<file path="config.mk">
export PLATFORM = sky130hd
export DESIGN_NAME = mar_ctr
export DESIGN_NICKNAME = d
export VERILOG_FILES = /design/src/rtl/mar_ctr.sv
export SDC_FILE = /design/constraint.sdc
export NUM_CORES = 1
export LEC_CHECK = 0
export ABC_AREA = 0
export ABC_CLOCK_PERIOD_IN_PS = 1600
export BUFFER_PORTS_ARGS = -buffer_cell sky130_fd_sc_hd__buf_2
export CAP_MARGIN = 0
export CORE_MARGIN = 3
export CORE_UTILIZATION = 44
export CTS_CLUSTER_DIAMETER = 100
export DETAILED_ROUTE_END_ITERATION = 12
export PLACE_DENSITY = 0.79
export SYNTH_ARGS = -nofsm -noshare
export SYNTH_HDL_FRONTEND = slang
export SYNTH_SLANG_ARGS = --single-unit
</file>
<file path="constraint.sdc">
create_clock -name CLK -period 1.6 [get_ports CLK]
set_input_delay 0.24 -clock CLK [delete_from_list [all_inputs] [get_ports CLK]]
set_output_delay 0.24 -clock CLK [all_outputs]
set_load 0.05 [all_outputs]
</file>
<file path="src/rtl/mar_ctr.sv">
// Memory address register with single-step increment and counted burst mode.
// Optional build macro MAR_CTR_SAT_EN: increments saturate at all-ones instead of wrapping.
module mar_ctr #(
    parameter int AW = 8,
    parameter int BW = 4
) (
    input  logic          CLK,
    input  logic          RST,
    input  logic [AW-1:0] D,
    input  logic          IMAR,
    input  logic          INC,
    input  logic          BST,
    input  logic [BW-1:0] BLEN,
    output logic [AW-1:0] ABUS,
    output logic          BUSY,
    output logic          DONE,
    output logic          WRAP
);

    typedef enum logic {
        IDLE  = 1'b0,
        BURST = 1'b1
    } state_t;

    localparam logic [AW-1:0] A_ONE = AW'(1);
    localparam logic [BW-1:0] C_ONE = BW'(1);

    state_t        state;
    logic [BW-1:0] cnt;
    logic          at_max;
    logic [AW-1:0] abus_inc;

    assign at_max = &ABUS;

`ifdef MAR_CTR_SAT_EN
    assign abus_inc = at_max ? ABUS : ABUS + A_ONE;
`else
    assign abus_inc = ABUS + A_ONE;
`endif

    assign BUSY = (state == BURST);

    // NOTE: sequential state uses non-blocking assignments so every register
    // samples the pre-edge values; DONE/WRAP default low so they act as pulses.
    always_ff @(posedge CLK) begin
        DONE <= 1'b0;
        WRAP <= 1'b0;
        if (RST) begin
            ABUS  <= '0;
            cnt   <= '0;
            state <= IDLE;
        end else if (IMAR) begin
            // A load aborts any burst silently.
            ABUS  <= D;
            cnt   <= '0;
            state <= IDLE;
        end else if (state == BURST) begin
            ABUS <= abus_inc;
            WRAP <= at_max;
            cnt  <= cnt - C_ONE;
            if (cnt == C_ONE) begin
                state <= IDLE;
                DONE  <= 1'b1;
            end
        end else if (BST && (BLEN != '0)) begin
            cnt   <= BLEN;
            state <= BURST;
        end else if (INC) begin
            ABUS <= abus_inc;
            WRAP <= at_max;
        end
    end

endmodule

</file>
# ---- Word-level counts from Yosys, hierarchy flattened
# Cells that the tools add are included.
dict set report totals {
  mem_count 0
  rom_bits 0
  latchBits 0
  in_bits 17
  reg_bits 15
  wordCells 31
  ram_bits 0
}
dict set report classes {
  shifts 0
  n_addsub 2
  order_cmp 0
  div_mod_pow 0
  reduce_logical 8
  muxes 13
  eq_ne 2
  n_bitwise 1
  n_mul 0
}
# op n
set op_table {}
lappend op_table {{$mux W8} 4}
lappend op_table {{$add A8 B1 Y8 const B} 1}
lappend op_table {{$mux W4} 2}
lappend op_table {{$reduce_and A8 Y1} 1}
lappend op_table {{$mux W1} 7}
lappend op_table {{$eq A4 B1 Y1 const B} 1}
lappend op_table {{$reduce_bool A4 Y1} 1}
lappend op_table {{$sub A4 B1 Y4 const B} 1}
lappend op_table {{$ne A3 B3 Y1 const B} 1}
lappend op_table {{$reduce_bool A3 Y1} 1}
lappend op_table {{$reduce_or A3 Y1} 1}
lappend op_table {{$reduce_and A2 Y1} 1}
lappend op_table {{$reduce_bool A2 Y1} 1}
lappend op_table {{$reduce_or A2 Y1} 1}
lappend op_table {{$logic_and A1 B1 Y1} 1}
lappend op_table {{$not A1 Y1} 1}

# ---- Depth between registers and ports, before layout
# Gate-level depths: netlist of run 1.
dict set report depth {
  ltp_word 5
  mapped_depth 6
  ltp_nobuf 6
}

# ---- Least setup slack after synthesis of run 1
# Ideal clock, no wire load.
dict set report synth_timing {
  path_type {reg2reg}
  from {register state (netlist: BUSY)}
  to {register ABUS[5]}
  setup_time_ns 0.103
  path_stages_with_launch 7
  setup_slack_ns -0.236
  t_arrival_ns 1.733
  path_buffers 2
  synth_period_minus_slack_ns 1.836
  cell_sequence {dfxtp_1 buf_2 nor2b_1 buf_2 a21oi_4 a311oi_1 a2111oi_2}
}
dict set report synth_between {
  elab_chain_len 2
  elab_cells_between_ends 5
}
# element line_no
set synth_rtl {}
lappend synth_rtl {{from (decl)} 28} ;# state_t state;
lappend synth_rtl {{from (signal assigned)} 51} ;# state <= IDLE;
lappend synth_rtl {{from (signal assigned)} 56} ;# state <= IDLE;
lappend synth_rtl {{from (signal assigned)} 62} ;# state <= IDLE;
lappend synth_rtl {{$ne A3 B3 Y1 (no source line) (tied with other cells)} -}
lappend synth_rtl {{$reduce_and A2 Y1 (no source line) / $mux W8 (equally long branches)} -}
lappend synth_rtl {{to (signal assigned)} 58} ;# ABUS <= abus_inc;
lappend synth_rtl {{to (signal assigned)} 69} ;# ABUS <= abus_inc;
lappend synth_rtl {{to (decl)} 14} ;# output logic [AW-1:0] ABUS,
# Parallel ways exist; a longest one is shown, timed or not.
# A chain may end at the register's enable or synchronous reset.

# ---- Final worst setup path of run 1
dict set report layout_timing {
  from {input BLEN[2]}
  to {register ABUS[5]}
}
dict set report layout_between {
  elab_chain_len 4
}
# element line_no
set layout_rtl {}
lappend layout_rtl {{from (decl)} 13} ;# input logic [BW-1:0] BLEN,
lappend layout_rtl {{$reduce_bool A4 Y1} 65} ;# end else if (BST && (BLEN != '0)) begin
lappend layout_rtl {{$logic_and A1 B1 Y1} 65}
lappend layout_rtl {{$ne A3 B3 Y1 (no source line)} -}
lappend layout_rtl {{$reduce_and A2 Y1 (no source line)} -}
# Every way passes these cells.

==> results.md, run 1 <==
- Gr usage total: 15.8%
- Routed WL: around 1900 um
- WP data arrival: 1.64 ns
- Sinks on Clock Net: 15
- Top Metal Used: met4
- P_sw: slightly below 0.0003 W
- P&R area growth vs syn: 20.6%
- Detail Route met3 WL: around 120 um
- CP Max Fanout: 7
- Fmax: about 0.69 GHz
- Synth warnings: 0
- Layout cells sized above 1: a little under two fifths
- Post-synthesis sequential area ratio: roughly a third
- Critical-path top delay cell: or4_4
- Clock share of power: a little over a quarter
- Die Height: 50.8 um
- DP HPWL: roughly 1500 um
- Clk_skew: 0.0112 ns
- Post-synth net total: around 120
- DIE WIDTH: just over 50 um
- Post-synth top area share: 34.0%
- CTS Hold Bufs: 0
- Metal-1 WL: just under 900 um
- FF-to-FF End: ABUS[5]
- Final setup fails: 0
- Max capacitance violation total: 0
- Slew margin rel.: 73.5%
- Dpl ws: -0.159 ns
- RePlAce Congestion: between 0.8 and 0.9
- GRT overflow: 0
- Run status: finished clean
- Clk_lat worst skew: 0.29 ns
- Io pins: 28
- Syn avg cell area: around 9.0 sq um
- Top delay family on crit path: compound AO/OA/AOI/OAI gates
- Post_cts resized: 0
- Num rows: 15
- Unique masters post-synth: 36
- Post-route cell area: 0.00106 sq mm
- First-pass GRT wire length: about 3200 um
- RSZ-0062 raised after global routing: no
- Worst Setup End Kind: flip-flop
- Syn Std Cell Area: ~880 sq um
- Placed insts: roughly 150
- Postcts setup bufs: 0
- Hold WC Path Type: input port to flip-flop
- Clk pin slew, worst setup/hold paths: around 0.10 ns
- Detailed Route Iter0 Violations: 31
- Post-DP Area: just over 0.001 sq mm
- Fin crit period: ~1.4 ns
- Initial Utilization: 49.0%
- Drt first pass iters: 4
- PD cells: 799 mW/mm^2
- TritonCTS Buffers: 3
- Port bufs: 27
- CP endpoint: ABUS[5]
- Crit. path cell count: 5
- Pint: ~0.00056 W
- DR vias/cell: ~5.5
- Antenna violations before repair: 0
- Sw Ratio: around 34%
- Required time worst endpoint: between 1.5 and 2 ns
- Leading post-synthesis cells by cell area: dfxtp_1, a21oi_1, a2111oi_2, a211oi_1, ha_1
- Worst-margin pin slew: a little under 0.4 ns
- Largest net degree at the start of global routing: 21
- DR WL/cell: 12.8 um
- Register-to-Register Setup Slack: roughly 0.16 ns
- H-tree depth: 1
- Buffers & Inverters on Critical Path: 1
- Hold Vio Cnt, Final: 0
- Die ar.: between 0.002 and 0.003 sq mm
- Pleak: 0.447 nW
- Final Cycle Share: about nine tenths
- CTS max path bufs: 2
- Number of global-route vias before repair: 750
- CTS root buf: clkbuf_4
- Cells after Synth: 98
- DRC: 0
- R2R Path Start: BUSY
- Slowest stage delay, CP: ~0.60 ns
- Max Transition Viols Final: 0
- Antenna diode count: 0
- Peak VDD IR: between 400 and 500 uV
- CTS tree: built
- DRT antenna net count: 0
- Final Non-Filler Cells: about 150
- Comb pwr share: 24.4%
- Met2 WL post-DR: around 850 um
- Reg2reg path depth: 5
- Nets@finish: 145
- Fin worst setup slack: 0.152 ns
- Post-synthesis register bit count: 15
- Worst path cell trace: buf_2, or4_4, a21oi_4, a311oi_1, a2111oi_2
- Core region area: between 0.0015 and 0.002 sq mm
- Crit path kind: input port to flip-flop
- Flop pwr share: approximately 50%
- Yosys top cell by area: dfxtp_1
- Vias: around 820
- CP startpoint: BLEN[2]
- Startpoint Class: input port
## worst reg2reg max path, cell delays in order, from the launching register on
cell	delay (ns)
dfxtp_4	0.42
nor2b_1	0.06
buf_4	0.17
a21oi_4	0.25
a311oi_1	0.15
a2111oi_2	0.29
## power by group through the flow
stage / Clock, W / Combinational (W) / Sequential, W
global placement: 0 / 0.000202 / 0.000429
detailed placement: 0 / 0.000208 / 0.000430
CTS: 0.000229 / 0.000208 / 0.000421
finish: 0.000221 / 0.000208 / 0.000422
global route: 0.000240 / 0.000224 / 0.000427
floorplan: 0 / 0.000100 / 0.000481
## metal layers
metal | vias up | GRT usage, %
li1 | 410 | -
met1 | 368 | 19.9
met2 | 33 | 24.8
met3 | 5 | 3.26
met4 | 0 | 8.97
met5 | - | 0
## kinds of logic after synthesis
kind of cell    Yosys count  share of synthesized area [%]
simple gates             26                           17.2
fa+ha+maj                 3                           4.26
compound gates           32                           31.2
flops                    15                           34.0
xor+xnor                  5                           4.97
buf+inv                  17                           8.37
## how the worst min path moves through the flow
stage / start / end / slack [ns] / depth (start not counted)
floorplan: D[7] / ABUS[7] / 0.39 / 2
CTS: D[7] / ABUS[7] / 0.17 / 3
global route: D[7] / ABUS[7] / 0.19 / 3
finish: D[7] / ABUS[7] / 0.17 / 3
global placement: cnt[3] / DONE / 0.47 / 1
detailed placement: cnt[3] / DONE / 0.48 / 1
## metrics by stage
step	total power, W	util (%)	setup TNS (ns)	hold WS (ns)
after CTS	0.000859	59.0	0	0.166
after floorplan	0.000581	-	0	0.386
after detailed placement	0.000638	57.5	-0.465	0.478
after global placement	0.000632	57.5	-0.341	0.465
after global routing	0.000891	59.0	0	0.185
final	0.000850	59.0	0	0.168
## registers in the layout, summed over array words and instances (netlist names)
register / count
BUSY: 1
ABUS: 8
cnt: 4
WRAP: 1
DONE: 1
## cell usage in the layout, fill, tap and decap left out, drive strengths merged, types with 2 or more instances in the layout
| cell type | count |
|---|---|
| a2111oi | 4 |
| a211oi | 7 |
| a21oi | 10 |
| buf | 29 |
| clkbuf | 3 |
| dfxtp | 15 |
| ha | 3 |
| inv | 10 |
| nand2 | 3 |
| nand3 | 3 |
| nor2 | 5 |
| nor2b | 4 |
| nor4 | 2 |
| o21a | 4 |
| xnor2 | 3 |
| xor2 | 2 |
## area by class of cell
type                            instances  area [sq um]
Multi-Input combinational cell         66           508
Sequential cell                        15           309
Clock inverter                          1          5.00
Clock buffer                            3          22.5
Fill cell                             175           738
Inverter                               10          37.5
Tap cell                               25          31.3
Timing Repair Buffer                   29           150
## cell usage after synthesis
library cell	n
dfxtp_1	15
inv_1	10
a21oi_1	9
a211oi_1	6
nor2_1	5
clkbuf_1	4
nor2b_1	4
o21a_1	4
a2111oi_2	3
ha_1	3
nand2_1	3
nand3_1	3
xnor2_1	3
buf_2	2
nor4_1	2
xor2_1	2
a2111oi_4	1
a211oi_2	1
a21oi_4	1
a221oi_1	1
a311oi_1	1
and3_2	1
and4_1	1
and4b_1	1
buf_6	1
nand2b_1	1
nand3b_1	1
nand4_1	1
nor3_1	1
o211ai_1	1
o21ai_1	1
o21bai_1	1
o311ai_0	1
o31ai_1	1
or2_2	1
or4_4	1
No activity file was read; power rests on OpenSTA's default activity.
==> inputs of run 2 (changes only) <==
- ABC_CLOCK_PERIOD_IN_PS: 1600 -> 1300
- clock period: 1.6 -> 1.3 ns (I/O delays scaled with it)
==> results.md, run 2 (synthesized netlist as in run 1, its figures left out) <==
- Core region area: 0.00180 sq mm (unchanged)
- CP Max Fanout: 7 (unchanged)
- Clk pin slew, worst setup/hold paths: 0.10 ns (about the same)
- Required time worst endpoint: 1.47 ns (was 1.79 ns)
- Routed WL: 2210 um (was 1900 um)
- DIE WIDTH: 50.8 um (unchanged)
- Clock share of power: 24.0% (was 26.0%)
- DR vias/cell: 5.24 (was 5.48)
- Final setup fails: 5 (was 0)
- Register-to-Register Setup Slack: -0.03 ns (was 0.16 ns)
- Max Transition Viols Final: 0 (unchanged)
- Initial Utilization: 49.0% (unchanged)
- Most frequent cells in the layout: buf_2, buf_4, inv_1 (was buf_2, dfxtp_1, inv_1)
- Hold path cells: 3 (unchanged)
- Fin crit period: roughly 1.4 ns
- R2R Path Start: BUSY (unchanged)
- Sw Ratio: 33.9% (was 34.0%)
- P_sw: 0.000378 W (was 0.000289 W)
- First-pass GRT wire length: 3590 um (was 3170 um)
- Number of global-route vias before repair: 829 (was 750)
- Worst path cell trace: buf_6, or4_4, a21oi_4, and4b_1, a2111oi_4 (was buf_2, or4_4, a21oi_4, a311oi_1, a2111oi_2)
- Io pins: 28 (unchanged)
- Final Non-Filler Cells: 165 (was 149)
- H-tree depth: 1 (unchanged)
- Reg2reg path depth: 6 (was 5)
- Worst-margin pin slew: 0.521 ns (was 0.395 ns)
- Slew margin rel.: 65.1% (was 73.5%)
- Worst Setup End Kind: flip-flop (unchanged)
- RePlAce Congestion: 0.816 (was 0.869)
- Flop pwr share: 46.2% (was 49.6%)
- GRT overflow: 0 (unchanged)
- Layout cells sized above 1: 52.1% (was 37.9%)
- Clk_lat worst skew: 0.28 ns (was 0.29 ns)
- Detailed Route Iter0 Violations: 8 (was 31)
- Fin worst setup slack: -0.0619 ns (was 0.152 ns)
- Final core occ: 70.1% (was 59.0%)
- CTS root buf: clkbuf_4 (unchanged)
- Comb pwr share: 29.8% (was 24.4%)
- Placed insts: 156 (was 145)
- Hold slack: 0.144 ns (was 0.168 ns)
- Port bufs: 27 (unchanged)
- DRT antenna net count: 0 (unchanged)
- Critical-path top delay cell: or4_4 (unchanged)
- Peak VDD IR: 524 uV (was 480 uV)
- Antenna diode count: 0 (unchanged)
- Failing checks: setup timing
- Max capacitance violation total: 0 (unchanged)
- Pint: 0.000739 W (was 0.000561 W)
- Num rows: 15 (unchanged)
- Slowest stage delay, CP: 0.61 ns (was 0.60 ns)
- CTS tree: built (unchanged)
- PD cells: 885 mW/mm^2 (was 799 mW/mm^2)
- Die ar.: 0.00258 sq mm (unchanged)
- Startpoint Class: input port (unchanged)
- Crit path kind: input port to flip-flop (unchanged)
- Buffers & Inverters on Critical Path: 1 (unchanged)
- Setup_tns: -0.223 ns (was 0 ns)
- WP data arrival: 1.53 ns (was 1.64 ns)
- Hold Crit Start: D[7] (unchanged)
- Drt first pass iters: 4 (unchanged)
- Pleak: 0.536 nW (was 0.447 nW)
- Hold Vio Cnt, Final: 0 (unchanged)
- Sinks on Clock Net: 15 (unchanged)
- P&R area growth vs syn: 43.1% (was 20.6%)
- Largest net degree at the start of global routing: 17 (was 21)
- CTS max path bufs: 2 (unchanged)
- FF-to-FF End: ABUS[4] (was ABUS[5])
- Top delay family on crit path: simple AND/OR/NAND/NOR gates (was compound AO/OA/AOI/OAI gates)
- Fmax: ~0.73 GHz
- Gr usage total: 17.6% (was 15.8%)
- Clk_skew: 0.00268 ns (was 0.0112 ns)
- TritonCTS Buffers: 3 (unchanged)
- Max reg flops: 8 (unchanged)
- Run status: finished with violations (was finished clean)
- Final Cycle Share: 105%
- Largest Register: ABUS (unchanged)
- DRC: 0 (unchanged)
- Hold WC Path Type: input port to flip-flop (unchanged)
- Dpl ws: -0.350 ns (was -0.159 ns)
- CTS Hold Bufs: 0 (unchanged)
- Biggest regs: ABUS: 8 flops, cnt: 4 flops (unchanged)
- DP HPWL: 1510 um (was 1460 um)
- Vias: 864 (was 816)
- RSZ-0062 raised after global routing: yes (was no)
- DR WL/cell: 13.4 um (was 12.8 um)
- Die Height: 50.8 um (unchanged)
- Antenna violations before repair: 0 (unchanged)
- Multi-input gate area: 567 sq um (was 508 sq um)
- Hold path endpoint: ABUS[7] (unchanged)
- Nets@finish: 161 (was 145)
- Register area: 317 sq um (was 309 sq um)
- Commonest non-fill, non-tap cell in the layout: buf_2 (unchanged)
- Number of fillers in the final layout: 150 (was 175)
-- run 2: worst max-delay path by stage --
stage,cells past startpoint,end,startpoint
2_1_floorplan,5,ABUS[5],BLEN[2]
3_3_place_gp,5,ABUS[5],BLEN[2]
3_5_place_dp,5,ABUS[5],BLEN[2]
4_1_cts,5,ABUS[5],BLEN[2]
5_1_grt,5,ABUS[2],BUSY
6_report,5,ABUS[2],BLEN[2]
-- run 2: repair_timing --
item | CTS | global route
buffers inserted | 2 | 3
pin swaps | 3 | 6
setup endpoints to repair | 4 | 6
cloned | 0 | 0
gates resized for setup | 3 | 7
-- run 2: tightest hold or removal path, cell delays in order --
cell,delay (ns)
buf_2,0.07
nand3b_1,0.06
o21ai_1,0.06
-- run 2: final cells by class --
cell class | count | share of cell area (%)
sequential | 15 | 25.1
multi-input combinational | 66 | 44.9
clock inverter | 1 | 0.396
tap | 25 | 2.48
timing repair buffer | 45 | 22.4
clock buffer | 3 | 1.78
inverter | 10 | 2.97
-- run 2: per-stage QoR --
stage,total power [W],cell area [sq um]
global route,0.00118,1260
CTS,0.00110,1200
detailed placement,0.000820,1140
floorplan,0.000724,920
global placement,0.000813,1140
finish,0.00112,1260
-- run 2: power by group through the flow --
stage | sequential, W | combinational (W) | clock, W
after floorplan | 0.000593 | 0.000130 | 0
after global placement | 0.000525 | 0.000287 | 0
after detailed placement | 0.000527 | 0.000293 | 0
after CTS | 0.000516 | 0.000306 | 0.000278
after global routing | 0.000519 | 0.000359 | 0.000304
final | 0.000516 | 0.000333 | 0.000268
-- run 2: metal layers --
layer	vias up	wire (um)	GRT usage (%)
met5	-	0	0
met4	0	13	5.38
met3	2	91	2.97
met2	17	1040	28.5
met1	406	1060	23.8
li1	439	-	-
==> inputs of run 3 (changes only) <==
- ABC_AREA: 0 -> 1
- CORE_UTILIZATION: 44 -> 46
- CTS_BUF_LIST: not set -> sky130_fd_sc_hd__clkbuf_8
- PLACE_DENSITY: 0.79 -> 0.82
==> results.md, run 3 <==
- Run status: finished clean (was finished with violations)
- Port bufs: 27 (unchanged)
- Post-synthesis register bit count: 15 (unchanged)
- Top Metal Used: met4 (unchanged)
- Core region area: 0.00180 sq mm (unchanged)
- Final setup fails: 0 (was 5)
- CTS Hold Bufs: 0 (unchanged)
- Die Height: 50.5 um (was 50.8 um)
- Syn avg cell area: 6.27 sq um (was 9.00 sq um)
- Max Transition Viols Final: 0 (unchanged)
- Setup_tns: 0 ns (was -0.223 ns)
- Leading post-synthesis cells by cell area: dfxtp_1, nand2_1, nor2_1, nand3_1, inv_1 (was dfxtp_1, a21oi_1, a2111oi_2, a211oi_1, ha_1)
- Antenna violations before repair: 0 (unchanged)
- Fmax: 0.839 GHz (was 0.734 GHz)
- Detail Route met3 WL: 118 um (was 91 um)
- Metal-1 WL: 927 um (was 1060 um)
- GRT overflow: 0 (unchanged)
- Routed WL: 2160 um (was 2210 um)
- Fin crit period: 1.19 ns (was 1.36 ns)
- Met2 WL post-DR: 1100 um (was 1040 um)
- RePlAce Congestion: 0.881 (was 0.816)
- Postcts setup bufs: 0 (was 2)
- Clk_skew: 0.00111 ns (was 0.00268 ns)
- Die ar.: 0.00255 sq mm (was 0.00258 sq mm)
- Slew margin rel.: 79.6% (was 65.1%)
- Clk pin slew, worst setup/hold paths: 0.06 ns (was 0.10 ns)
- H-tree depth: 1 (unchanged)
- First-pass GRT wire length: 3680 um (was 3590 um)
- DR vias/cell: 5.01 (was 5.24)
- Hold slack: 0.196 ns (was 0.144 ns)
- Post-synth top area share: 33.0% (was 34.0%)
- P&R area growth vs syn: 24.6% (was 43.1%)
- Crit path kind: flip-flop to flip-flop (was input port to flip-flop)
- Syn Std Cell Area: 910 sq um (was 882 sq um)
- Final core occ: 62.9% (was 70.1%)
- CTS root buf: clkbuf_8 (was clkbuf_4)
- Commonest non-fill, non-tap cell in the layout: nand2_1 (was buf_2)
- Unique masters post-synth: 20 (was 36)
- Number of global-route vias before repair: 958 (was 829)
- Cells after Synth: 145 (was 98)
- Ys async rst share: 0% (unchanged)
- Number of fillers in the final layout: 198 (was 150)
- Hold Vio Cnt, Final: 0 (unchanged)
- RSZ-0062 raised after global routing: no (was yes)
- Hold WC Path Type: input port to flip-flop (unchanged)
- Required time worst endpoint: 1.44 ns (was 1.47 ns)
- Post-synth EDFFs: 0 (unchanged)
- WP data arrival: 1.34 ns (was 1.53 ns)
- Vias: 1007 (was 864)
- CP Max Fanout: 5 (was 7)
- Max capacitance violation total: 0 (unchanged)
- Count leader, synth: nand2_1 (was dfxtp_1)
- Post-synthesis sequential area ratio: 33.0% (was 34.0%)
- Antenna diode count: 0 (unchanged)
- Largest Register: ABUS (unchanged)
- Post-synth net total: 165 (was 118)
- Final Cycle Share: 91.7% (was 105%)
- CTS max path bufs: 2 (unchanged)
- DP HPWL: 1670 um (was 1510 um)
- Biggest regs: ABUS: 8 flops, cnt: 4 flops (unchanged)
- Num rows: 15 (unchanged)
- Synth Flop Type: dfxtp_1 (unchanged)
- TritonCTS Buffers: 3 (unchanged)
- PD cells: 1060 mW/mm^2 (was 885 mW/mm^2)
- Sinks on Clock Net: 15 (unchanged)
- Most frequent cells in the layout: nand2_1, buf_2, nor2_1 (was buf_2, buf_4, inv_1)
- Io pins: 28 (unchanged)
- Layout cells sized above 1: 25.6% (was 52.1%)
- DRT antenna net count: 0 (unchanged)
- CTS tree: built (unchanged)
- Clk_lat worst skew: 0.24 ns (was 0.28 ns)
- Largest net degree at the start of global routing: 11 (was 17)
- Commonest cells post-synth: nand2_1, nor2_1, inv_1 (was dfxtp_1, inv_1, a21oi_1)
- Gr usage total: 18.5% (was 17.6%)
- Post_cts resized: 0 (was 3)
- Peak VDD IR: 682 uV (was 524 uV)
- Initial Utilization: 50.5% (was 49.0%)
- DRC: 0 (unchanged)
- Nets@finish: 197 (was 161)
- Max reg flops: 8 (unchanged)
- Synth warnings: 0 (unchanged)
- DR WL/cell: 10.8 um (was 13.4 um)
- Detailed Route Iter0 Violations: 29 (was 8)
- Worst-margin pin slew: 0.306 ns (was 0.521 ns)
- Startpoint Class: flip-flop (was input port)
- Drt first pass iters: 4 (unchanged)
- Yosys top cell by area: dfxtp_1 (unchanged)
- DIE WIDTH: 50.5 um (was 50.8 um)
- Worst Setup End Kind: flip-flop (unchanged)
- Pleak: 0.570 nW (was 0.536 nW)
-- run 3: layer usage --
layer	up-vias	GRT usage (%)
met4	0	8.97
met2	24	34.3
met1	455	19.7
met3	2	3.56
met5	-	0
li1	526	-
-- run 3: layout make-up --
class | instances | area, sq um | area share (%)
Clock buffer | 3 | 41.3 | 3.64
Clock inverter | 1 | 3.75 | 0.331
Inverter | 19 | 72.6 | 6.40
Multi-Input combinational cell | 110 | 528 | 46.6
Sequential cell | 15 | 314 | 27.7
Tap cell | 25 | 31.3 | 2.76
Timing Repair Buffer | 28 | 143 | 12.6
-- run 3: per-stage QoR --
| step | instance area [sq um] | instances | total power, W | setup slack (ns) |
|---|---|---|---|---|
| floorplan | 923 | 145 | 0.000759 | 0.00450 |
| global placement | 1090 | 197 | 0.000837 | 0.155 |
| detailed placement | 1090 | 197 | 0.000846 | 0.122 |
| CTS | 1130 | 201 | 0.00122 | 0.111 |
| global route | 1130 | 201 | 0.00128 | 0.0160 |
| finish | 1130 | 201 | 0.00120 | 0.108 |
-- run 3: cell families (layout without fill, tap and decap cells) --
logic type / after synthesis / count (layout) / synth area share (%)
buffers and inverters: 20 / 51 / 9.21
adder cells (fa/ha/maj): 3 / 3 / 4.13
XOR/XNOR: 1 / 1 / 0.963
AND/OR/NAND/NOR: 86 / 86 / 41.3
AO/OA/AOI/OAI: 20 / 20 / 11.4
flip-flops: 15 / 15 / 33.0
-- run 3: worst max-delay path: stages, from the launching register on --
cell     delay, ns
dfxtp_4       0.36
ha_2          0.20
nand2_1       0.08
nor2_1        0.13
nand2_1       0.09
nand3_1       0.08
nand3_1       0.07
nand2_1       0.06
inv_1         0.03
-- run 3: path summary, 6_finish.rpt --
kind                start       to  slack, ns  cells past startpoint
setup reg to reg  ABUS[0]  ABUS[6]       0.11                      8
hold / removal        RST  ABUS[2]       0.20                      2
setup / recovery  ABUS[0]  ABUS[6]       0.11                      8
hold reg to reg    cnt[1]   cnt[1]       0.47                      2
-- run 3: power breakdown --
group	leakage, nW	switching, W	internal (W)	total (W)
logic	0.417	0.000217	0.0000996	0.000316
registers	0.126	0.0000310	0.000493	0.000524
clock network	0.0269	0.000153	0.000208	0.000362
